### config.mk
export PLATFORM = sky130hd
export DESIGN_NAME = tl_ad_channel_buffer
export DESIGN_NICKNAME = d
export VERILOG_FILES = /design/src/rtl/tl_ad_channel_buffer.sv
export SDC_FILE = /design/constraint.sdc
export NUM_CORES = 1
export LEC_CHECK = 0
export ABC_AREA = 1
export CORE_ASPECT_RATIO = 0.9
export CORE_MARGIN = 2
export CORE_UTILIZATION = 50
export CTS_BUF_LIST = sky130_fd_sc_hd__clkbuf_4
export CTS_CLUSTER_SIZE = 14
export DETAILED_ROUTE_END_ITERATION = 8
export PLACE_DENSITY_LB_ADDON = 0.08
export SLEW_MARGIN = 30
export SYNTH_ARGS = -nofsm -noshare
export SYNTH_HDL_FRONTEND = slang
export SYNTH_HIERARCHICAL = 1
export SYNTH_SLANG_ARGS = --single-unit
export TNS_END_PERCENT = 50
### constraint.sdc
create_clock -name clock -period 6.36 [get_ports clock]
set_input_delay 1.272 -clock clock [delete_from_list [all_inputs] [get_ports clock]]
set_output_delay 1.272 -clock clock [all_outputs]
set_load 0.02 [all_outputs]
### src/rtl/tl_ad_channel_buffer.sv
// TileLink-UL A/D buffer stage: independent circular FIFOs on the A (client->manager) and D channels.
// Optional macro TL_AD_BUFFER_FLOW_EN adds a zero-latency bypass when a channel queue is empty.

module tl_ad_fifo #(
  parameter int WIDTH = 8,
  parameter int DEPTH = 2
) (
  input  logic             clock,
  input  logic             reset,
  input  logic             in_valid,
  output logic             in_ready,
  input  logic [WIDTH-1:0] in_bits,
  output logic             out_valid,
  input  logic             out_ready,
  output logic [WIDTH-1:0] out_bits,
  output logic [4:0]       count
);
  localparam int PW = (DEPTH > 1) ? $clog2(DEPTH) : 1;
  localparam logic [PW-1:0] LAST = PW'(DEPTH - 1);
  localparam logic [4:0] FULL = 5'(DEPTH);

  // Sized to a power of two so pointers index it at their natural width.
  logic [WIDTH-1:0] mem [1<<PW];
  logic [PW-1:0]    wr_ptr_reg;
  logic [PW-1:0]    rd_ptr_reg;
  logic [4:0]       count_reg;
  logic             enq;
  logic             deq;
  logic             empty;

  assign empty    = (count_reg == 5'd0);
  assign in_ready = (count_reg != FULL);
  assign count    = count_reg;

`ifdef TL_AD_BUFFER_FLOW_EN
  logic pass;
  // An empty queue forwards the input directly; it is stored only if the sink stalls.
  assign pass      = empty && in_valid && out_ready;
  assign out_valid = !empty || in_valid;
  assign out_bits  = empty ? in_bits : mem[rd_ptr_reg];
  assign enq       = in_valid && in_ready && !pass;
  assign deq       = !empty && out_ready;
`else
  assign out_valid = !empty;
  assign out_bits  = mem[rd_ptr_reg];
  assign enq       = in_valid && in_ready;
  assign deq       = out_valid && out_ready;
`endif

  always_ff @(posedge clock) begin
    if (reset && enq) begin
      mem[wr_ptr_reg] <= in_bits;
    end
  end

  always_ff @(posedge clock) begin
    if (!reset) begin
      wr_ptr_reg <= '0;
      rd_ptr_reg <= '0;
      count_reg  <= 5'd0;
    end else begin
      if (enq) begin
        wr_ptr_reg <= (wr_ptr_reg == LAST) ? '0 : wr_ptr_reg + 1'b1;
      end
      if (deq) begin
        rd_ptr_reg <= (rd_ptr_reg == LAST) ? '0 : rd_ptr_reg + 1'b1;
      end
      case ({enq, deq})
        2'b10:   count_reg <= count_reg + 5'd1;
        2'b01:   count_reg <= count_reg - 5'd1;
        default: count_reg <= count_reg;
      endcase
    end
  end

`ifndef SYNTHESIS
  depth_legal: assert property (@(posedge clock) (DEPTH >= 1) && (DEPTH <= 16));
  bits_hold: assert property (@(posedge clock) disable iff (!reset)
    (out_valid && !out_ready) |=> $stable(out_bits));
`endif
endmodule

module tl_ad_channel_buffer #(
  parameter int ADDR_W   = 32,
  parameter int DATA_W   = 32,
  parameter int SOURCE_W = 9,
  parameter int SIZE_W   = 2,
  parameter int A_DEPTH  = 2,
  parameter int D_DEPTH  = 2,
  localparam int A_W = 3 + 3 + SIZE_W + SOURCE_W + ADDR_W + DATA_W / 8 + DATA_W + 1,
  localparam int D_W = 3 + 2 + SIZE_W + SOURCE_W + 1 + 1 + DATA_W + 1
) (
  input  logic           clock,
  input  logic           reset,
  input  logic           in_a_valid,
  output logic           in_a_ready,
  input  logic [A_W-1:0] in_a_bits,
  output logic           out_a_valid,
  input  logic           out_a_ready,
  output logic [A_W-1:0] out_a_bits,
  input  logic           in_d_valid,
  output logic           in_d_ready,
  input  logic [D_W-1:0] in_d_bits,
  output logic           out_d_valid,
  input  logic           out_d_ready,
  output logic [D_W-1:0] out_d_bits,
  output logic [4:0]     a_count,
  output logic [4:0]     d_count,
  output logic           idle
);
  tl_ad_fifo #(.WIDTH(A_W), .DEPTH(A_DEPTH)) u_a_fifo (
    .clock     (clock),
    .reset     (reset),
    .in_valid  (in_a_valid),
    .in_ready  (in_a_ready),
    .in_bits   (in_a_bits),
    .out_valid (out_a_valid),
    .out_ready (out_a_ready),
    .out_bits  (out_a_bits),
    .count     (a_count)
  );

  tl_ad_fifo #(.WIDTH(D_W), .DEPTH(D_DEPTH)) u_d_fifo (
    .clock     (clock),
    .reset     (reset),
    .in_valid  (in_d_valid),
    .in_ready  (in_d_ready),
    .in_bits   (in_d_bits),
    .out_valid (out_d_valid),
    .out_ready (out_d_ready),
    .out_bits  (out_d_bits),
    .count     (d_count)
  );

  // Clock-gating hint: derived only from the registered occupancies.
  assign idle = (a_count == 5'd0) && (d_count == 5'd0);

`ifndef SYNTHESIS
  data_w_legal: assert property (@(posedge clock) (DATA_W == 32) || (DATA_W == 64));
`endif
endmodule
==> results.yml, run 1 <==
sta:
  period_minus_slack_ns: 4.41
  hold_violations: 0
  fin_hold_ws_ns: 0.493
  timing.final.crit_share: 0.693
  finalClockSkew_ns: 0.0490
  final_max_slew_viol_count: 0
  tightest_slew_ns: 0.988
  setup-violations-final: 0
  fin_tns_setup_ns: 0
  rsz0062_at_grt: "no"
  max-slew-margin-rel: 0.342
  max_freq_mhz: 227
logic_synthesis:
  synth_adder_area_share: 0.0123
  yosysSeqAreaShare: 0.752
  syn_avg_cell_area_um2: 19.4
  yosys.area.top_type: "edfxtp_1"
  synth_top_area_share: 0.724
  synth-compound-area-share: 0.00441
  ys_seq_elements: 290
  synth-xor-area-share: 0.00154
  muxShareOfSynthArea: 0.166
  synth_top_family_by_area: "multiplexers"
  synth_cells: 585
  synth_warnings: 6
  synth.distinct_cells: 20
  yosys.area_share.simple: 0.0349
  synth.area.top_cells: "edfxtp_1 72%, mux2_4 12%, mux2_2 4.7%"
  synth_fp_nets: 738
  syn_area_um2: 11400
critical_path:
  setup.worst_path.end_class: "output pin"
  path_class: "register to output pin"
  cp-start-kind: "register"
  cp_data_required_time_ns: 5.09
  crit_chain: "buf_4, mux2_2, clkdlybuf4s50_1"
  cp_max_fo: 52
  critPathSlowestCell: "dfxtp_4"
  arrival_ns: 3.14
  crit_path_max_incr_delay_ns: 0.90
power:
  switchingPower_mw: 1.73
  p_per_area_nw_per_um2: 374
  ir_drop_v: 0.000211
  p_leak_nw: 5.70
  sequentialPowerShare: 0.429
  p_int_mw: 4.05
  p_clk_frac: 0.266
  switching_share: 0.299
  power_frac_comb: 0.304
clocking:
  cts_tree: "yes"
  holdBufCountCts: 0
  post-cts-setup-buffer-count: 0
  insertion_delay_ns: 0.65
  h-tree-depth: 3
  clock_sinks: 290
  clockBufferDepth: 3
  cts_resized: 0
  cts_buffers: 74
  clk_pin_slew_ns: 0.07
  cts_root_buffer: "clkbuf_4"
finish:
  largest_reg_flops: 172
  final_net_count: 1097
  seqCellArea_um2: 8560
  drive_gt1_frac: 0.269
  instances_no_fill: 1304
  fillers: 1520
  reg_top3: "u_a_fifo/mem: 172 flops, u_d_fifo/mem: 102 flops"
  multiInputGateArea_um2: 2500
  largest_register: "u_a_fifo/mem"
  areaGrowthSynthToFinish_pct: 36.1
flow_run:
  drv_cap: 0
global_route:
  gr-usage-met3: 0.0940
  grt_pass1_vias: 6760
  grt_pass1_wl_um: 35400
  grt_max_degree: 55
  grt_util_met1: 0.220
  antenna_found_initial: 5
  grtUsageTotal: 0.198
  grt_use_met2: 0.322
  grt_overflow: 0
  gr-max-usage-layer: "met2"
routing:
  drtAntennaViolNets: 0
  num_vias: 6365
  dr.pass1.iters: 5
  wl_um: 23900
  drc_errors: 0
  wire_per_inst_um: 18.3
  drtIter0Drc: 303
  routed_via_density: 4.88
worst_hold_path:
  hold_class: "register to register"
floorplanning:
  die-area_um2: 23900
  start_util: 0.508
  core_region_area_um2: 22400
  ioPinCount: 295
  rows: 52
  fp.dieW_um: 163
  die_h_um: 147
placement:
  hpwl_um: 16500
  dpl.cell_count: 1165
  gp_congestion: 0.819
  io_buffers: 294
run_status:
  status: "complete, no violations"
[power groups by stage]
stage,logic [mW],clock network [mW],registers [mW]
2_1_floorplan,1.16,0,2.44
3_5_place_dp,1.75,0,2.53
4_1_cts,1.76,1.60,2.49
3_3_place_gp,1.72,0,2.52
6_report,1.76,1.54,2.48
5_1_grt,1.87,1.71,2.51
[cell usage after synthesis]
master,instances
nand3_1,17
fa_1,2
buf_6,2
buf_8,1
a21oi_1,4
mux2_2,47
inv_1,24
o21ai_0,6
mux2_4,90
xor2_1,2
or2_2,3
nand2_1,37
dfxtp_1,16
or2_1,1
buf_12,9
edfxtp_1,274
ha_1,8
nor2_1,36
nand4_1,2
buf_2,4
[per-stage QoR]
step / util / power (mW) / setup slack [ns] / cell area, um2
6_report: 0.691 / 5.78 / 1.95 / 15500
5_1_grt: 0.691 / 6.08 / 1.77 / 15500
4_1_cts: 0.690 / 5.85 / 1.88 / 15500
3_5_place_dp: 0.648 / 4.28 / 2.30 / 14500
3_3_place_gp: 0.648 / 4.23 / 2.43 / 14500
2_1_floorplan: - / 3.60 / 0.875 / 11400
[logic make-up after synthesis]
| kind of cell | after synthesis |
|---|---|
| xor+xnor | 2 |
| fa+ha+maj | 10 |
| simple gates | 96 |
| mux | 137 |
| buf+inv | 40 |
| flops | 290 |
| compound gates | 10 |
[layer usage]
layer | vias up | wire length [um]
met5 | - | 0
met4 | 0 | 826
met3 | 54 | 2430
met2 | 283 | 11700
met1 | 3025 | 8980
li1 | 3003 | -
[final timing paths]
kind	endpoint	cells past startpoint	start	slack [ns]
worst max-delay path	out_a_bits[38]	3	register	1.95
worst min-delay path	u_a_fifo/wr_ptr_reg	2	u_a_fifo/wr_ptr_reg	0.49
worst max register to register	u_a_fifo/mem[1][76]	5	u_a_fifo/count[0]	3.89
worst min register to register	u_a_fifo/wr_ptr_reg	2	u_a_fifo/wr_ptr_reg	0.49
[critical path, delay by kind of cell, from the launching register on]
kind | cells | cell delay (ns)
multiplexers | 1 | 0.40
flip-flops | 1 | 0.90
buffers and inverters | 2 | 1.12
[final cells by class]
type                    count  area share
flip-flops and latches    290       0.553
repair buffers            299       0.193
multi-input cells         255       0.162
clock buffers             110      0.0534
well taps                 297      0.0240
clock inverters            24     0.00809
inverters                  24     0.00615
diodes                      5    0.000809
[cell usage in the layout, fill, tap and decap left out, drive strengths merged]
| cell type | netlist | routed |
|---|---|---|
| a21oi | 4 | 4 |
| buf | 16 | 5 |
| bufinv | 0 | 1 |
| clkbuf | 0 | 110 |
| clkdlybuf4s50 | 0 | 294 |
| clkinv | 0 | 19 |
| clkinvlp | 0 | 1 |
| dfxtp | 16 | 16 |
| diode | 0 | 5 |
| edfxtp | 274 | 274 |
| fa | 2 | 2 |
| ha | 8 | 8 |
| inv | 24 | 27 |
| mux2 | 137 | 137 |
| nand2 | 37 | 37 |
| nand3 | 17 | 17 |
| nand4 | 2 | 2 |
| nor2 | 36 | 36 |
| o21ai | 6 | 6 |
| or2 | 4 | 4 |
| xor2 | 2 | 2 |
No activity file was read; power rests on OpenSTA's default activity.
==> run 2: changes to the inputs <==
- CORE_UTILIZATION: 50 -> 46
- clock period: 6.36 -> 4.05 ns (I/O delays scaled with it)
==> run 2 against run 1 <==
Die area increased by 8.5%. Clock skew decreased by 0.014 ns. First-iteration DRC count down 9.6%. Combinational power increased by 64%. Critical path type unchanged. Largest power group unchanged. Highest routed layer is now met5.
==> results.yml, run 2 (same netlist as run 1, synthesis figures left out) <==
floorplanning:
  die-area_um2: 26000
  core_region_area_um2: 24300
  start_util: 0.468
  die_h_um: 153
  fp.dieW_um: 170
  ioPinCount: 295
  rows: 54
clocking:
  h-tree-depth: 3
  cts_resized: 0
  cts_root_buffer: "clkbuf_4"
  clock_sinks: 290
  post-cts-setup-buffer-count: 0
  clockBufferDepth: 3
  cts_tree: "yes"
  clk_pin_slew_ns: 0.07
  cts_buffers: 74
  holdBufCountCts: 0
  insertion_delay_ns: 0.65
routing:
  wl_met1_um: 9060
  dr.pass1.iters: 6
  drc_errors: 0
  routed_via_density: 4.84
  wl_um: 23700
  wl_met2_um: 11600
  num_vias: 6350
  wire_per_inst_um: 18.1
  drtIter0Drc: 274
  drtAntennaViolNets: 0
  route.met3.wl_um: 2410
  highest_layer: "met5"
sta:
  hold_violations: 0
  final_max_slew_viol_count: 0
  tightest_slew_ns: 0.716
  setup-violations-final: 0
  timing.final.crit_share: 0.866
  max-slew-margin-rel: 0.522
  rsz0062_at_grt: "no"
  finalClockSkew_ns: 0.0353
  max_freq_mhz: 285
  fin_tns_setup_ns: 0
  period_minus_slack_ns: 3.51
critical_path:
  arrival_ns: 2.70
  cp_max_fo: 39
  crit_family: "buffers and inverters"
  crit_path_max_incr_delay_ns: 0.78
  path_class: "register to output pin"
  worst-path-buf-inv: 2
  crit_chain: "buf_4, mux2_2, clkdlybuf4s50_1"
  cp-start-kind: "register"
  setup.worst_path.end_class: "output pin"
  critPathSlowestCell: "dfxtp_4"
  cp_data_required_time_ns: 3.24
global_route:
  grt_overflow: 0
  grt_pass1_vias: 6926
  antenna_found_initial: 4
  grt_max_degree: 87
  grtUsageTotal: 0.180
  grt_pass1_wl_um: 35800
run_status:
  status: "complete, no violations"
finish:
  final_net_count: 1100
  final_util: 0.643
  drive_gt1_frac: 0.274
  largest_register: "u_a_fifo/mem"
  largest_reg_flops: 172
  areaGrowthSynthToFinish_pct: 37.2
  layout_commonest_cell: "clkdlybuf4s50_1"
  reg_top3: "u_a_fifo/mem: 172 flops, u_d_fifo/mem: 102 flops"
  final_cell_mix: "294 x clkdlybuf4s50_1, 274 x edfxtp_1, 114 x clkbuf_4"
power:
  ir_drop_v: 0.000399
  p_per_area_nw_per_um2: 591
  p_leak_nw: 5.75
placement:
  gp_congestion: 0.809
  io_buffers: 294
  hpwl_um: 16000
worst_hold_path:
  hold_class: "register to register"
flow_run:
  drv_cap: 0
run 2: cell types whose count changed in the layout (fill, tap and decap cells not counted):
cell	before	now
buf_4	5	3
clkinv_2	4	3
inv_4	2	0
buf_12	0	4
diode_2	5	3
bufinv_16	1	2
clkinv_1	15	10
clkbuf_4	110	114
buf_16	0	1
run 2: through the flow:
step | area [um2] | cells | setup WS, ns | total power, mW | hold slack [ns]
after floorplan | 11400 | 585 | 0.328 | 5.65 | 0.450
after global placement | 14600 | 1178 | 1.04 | 6.69 | 0.474
after detailed placement | 14600 | 1178 | 0.993 | 6.76 | 0.476
after CTS | 15600 | 1309 | 0.434 | 9.32 | 0.500
after global routing | 15600 | 1311 | 0.375 | 9.67 | 0.522
final | 15600 | 1313 | 0.541 | 9.21 | 0.499
run 2: worst paths after layout:
check | from | to | slack (ns) | cells after the start
hold / removal | u_a_fifo/wr_ptr_reg | u_a_fifo/wr_ptr_reg | 0.50 | 2
hold reg to reg | u_a_fifo/wr_ptr_reg | u_a_fifo/wr_ptr_reg | 0.50 | 2
setup reg to reg | u_a_fifo/count[2] | u_a_fifo/count[4] | 1.81 | 10
setup / recovery | register | out_a_bits[32] | 0.54 | 3
run 2: layer usage:
metal,track usage,vias up
met5,0,-
met4,0.0887,2
met3,0.0842,51
met2,0.291,245
met1,0.201,3060
li1,-,2992
run 2: layout make-up:
cell class / instances / area, um2
Antenna cell: 3 / 7.51
Multi-Input combinational cell: 255 / 2500
Clock buffer: 114 / 856
Sequential cell: 290 / 8560
Fill cell: 1740 / 8660
Timing Repair Buffer: 302 / 3070
Tap cell: 308 / 385
Clock inverter: 17 / 123
Inverter: 24 / 91.3
run 2: report_power, final:
part | leakage, nW | internal, mW | total, mW | switching, mW
Sequential | 2.65 | 3.60 | 3.81 | 0.217
Clock | 0.585 | 1.41 | 2.51 | 1.10
Combinational | 2.52 | 1.47 | 2.89 | 1.41
Total | 5.75 | 6.48 | 9.21 | 2.73
run 2: tightest hold or removal path: stages (launching register included):
cell and delay, ns:
dfxtp_1 0.33, nand3_1 0.08, nand2_1 0.05
==> run 3: changes to the inputs <==
- CORE_UTILIZATION: 46 -> 50
- HOLD_SLACK_MARGIN: unset -> 0.02
- clock period: 4.05 -> 4.2 ns (I/O delays scaled with it)
==> run 3 against run 2 <==
Final area down 1.2%. Sequential power down 2%. Clock power down 13%. Worst hold slack worse by 0.0082 ns. Count of clock-buffer cells in the layout down 13. Largest power group unchanged. Sequential share of layout area up 0.65 points. Final cell count down 2.0%. Power down 6.2%. Critical path type unchanged. Critical endpoint is now out_a_bits[25]. Setup slack better by 0.15 ns. Clock skew down 0.0060 ns. Die area down 7.8%.
==> results.yml, run 3 (same netlist as run 1, synthesis figures left out) <==
finish:
  reg_top3: "u_a_fifo/mem: 172 flops, u_d_fifo/mem: 102 flops"
  largest_register: "u_a_fifo/mem"
  layout_commonest_cell: "clkdlybuf4s50_1"
  final_net_count: 1100
  final_util: 0.688
  areaGrowthSynthToFinish_pct: 35.6
  final_cell_mix: "294 x clkdlybuf4s50_1, 274 x edfxtp_1, 101 x clkbuf_4"
  largest_reg_flops: 172
  drive_gt1_frac: 0.265
floorplanning:
  core_region_area_um2: 22400
  fp.dieW_um: 163
  die-area_um2: 23900
  rows: 52
  die_h_um: 147
  start_util: 0.508
  ioPinCount: 295
sta:
  period_minus_slack_ns: 3.51
  hold_violations: 0
  max_freq_mhz: 285
  fin_hold_ws_ns: 0.491
  timing.final.crit_share: 0.835
  fin_tns_setup_ns: 0
  max-slew-margin-rel: 0.353
  rsz0062_at_grt: "no"
  setup-violations-final: 0
  final_max_slew_viol_count: 0
  finalClockSkew_ns: 0.0293
  tightest_slew_ns: 0.970
critical_path:
  crit_path_max_incr_delay_ns: 0.61
  path_class: "register to output pin"
  cp_data_required_time_ns: 3.36
  reg2reg_to: "u_a_fifo/count[3]"
  r2r_start: "u_a_fifo/count[0]"
  cp_max_fo: 27
  crit_chain: "buf_4, mux2_2, clkdlybuf4s50_1"
  critPathSlowestCell: "dfxtp_4"
  setup.worst_path.end_class: "output pin"
  r2r_cells: 10
  arrival_ns: 2.67
  rrSetupSlack_ns: 1.91
  cp-start-kind: "register"
global_route:
  grt_pass1_wl_um: 34500
  grt_max_degree: 69
  antenna_found_initial: 2
  grt_overflow: 0
  grtUsageTotal: 0.189
  grt_pass1_vias: 6723
routing:
  drtIter0Drc: 346
  routed_via_density: 4.93
  dr.pass1.iters: 5
  num_vias: 6348
  drc_errors: 0
  wire_per_inst_um: 17.9
  drtAntennaViolNets: 0
  wl_um: 23100
run_status:
  status: "complete, no violations"
clocking:
  post-cts-setup-buffer-count: 0
  cts_root_buffer: "clkbuf_4"
  cts_buffers: 73
  clk_pin_slew_ns: 0.06
  h-tree-depth: 3
  cts_tree: "yes"
  insertion_delay_ns: 0.64
  clock_sinks: 290
  cts_resized: 0
  clockBufferDepth: 3
  holdBufCountCts: 0
worst_hold_path:
  hold_depth: 2
  worstHoldStart: "u_a_fifo/rd_ptr_reg"
  hold_class: "register to register"
  whs_endpoint: "u_a_fifo/rd_ptr_reg"
placement:
  hpwl_um: 15700
  gp_congestion: 0.852
  io_buffers: 294
flow_run:
  drv_cap: 0
power:
  p_leak_nw: 5.66
  ir_drop_v: 0.000329
  p_per_area_nw_per_um2: 560
[run 3: how the worst max path moves through the flow]
stage	startpoint	end	slack (ns)	cells after the start
after global routing	register	out_a_bits[23]	0.56	3
after CTS	register	out_a_bits[25]	0.61	3
after detailed placement	reset	u_d_fifo/mem[0][10]	1.12	6
final	register	out_a_bits[25]	0.69	3
after global placement	reset	u_d_fifo/mem[0][13]	1.13	6
after floorplan	u_a_fifo/count[0]	u_a_fifo/mem[1][0]	0.48	4
[run 3: area by class of cell]
cell class	instances	area (um2)
antenna	2	5.00
sequential	290	8560
clock inverter	15	91.3
inverter	24	91.3
tap	297	372
multi-input combinational	255	2500
clock buffer	101	758
timing repair buffer	303	3040
fill	1544	6970
[run 3: worst max-delay path: cells and delay by family (launching register included)]
family / cells / cell delay (ns)
muxes: 1 / 0.40
DFF: 1 / 0.61
buffers and inverters: 2 / 1.03
[run 3: per-layer routing]
layer,up-vias,wire length (um),global-route usage
met3,38,2330,0.0757
met1,3048,9010,0.224
li1,2969,-,-
met4,0,544,0.0850
met2,293,11200,0.306
met5,-,0,0
[run 3: where the power goes]
group	internal, mW	switching [mW]
logic	1.41	1.33
registers	3.47	0.250
clock network	1.16	1.02
total	6.04	2.60
[run 3: metrics by stage]
step                cell area, um2  cells  worst slack (ns)  power, mW
floorplan                    11400    585             0.478       5.45
global placement             14600   1169              1.13       6.46
detailed placement           14600   1169              1.12       6.52
CTS                          15400   1285             0.607       8.75
global route                 15400   1287             0.561       9.05
finish                       15400   1287             0.695       8.64
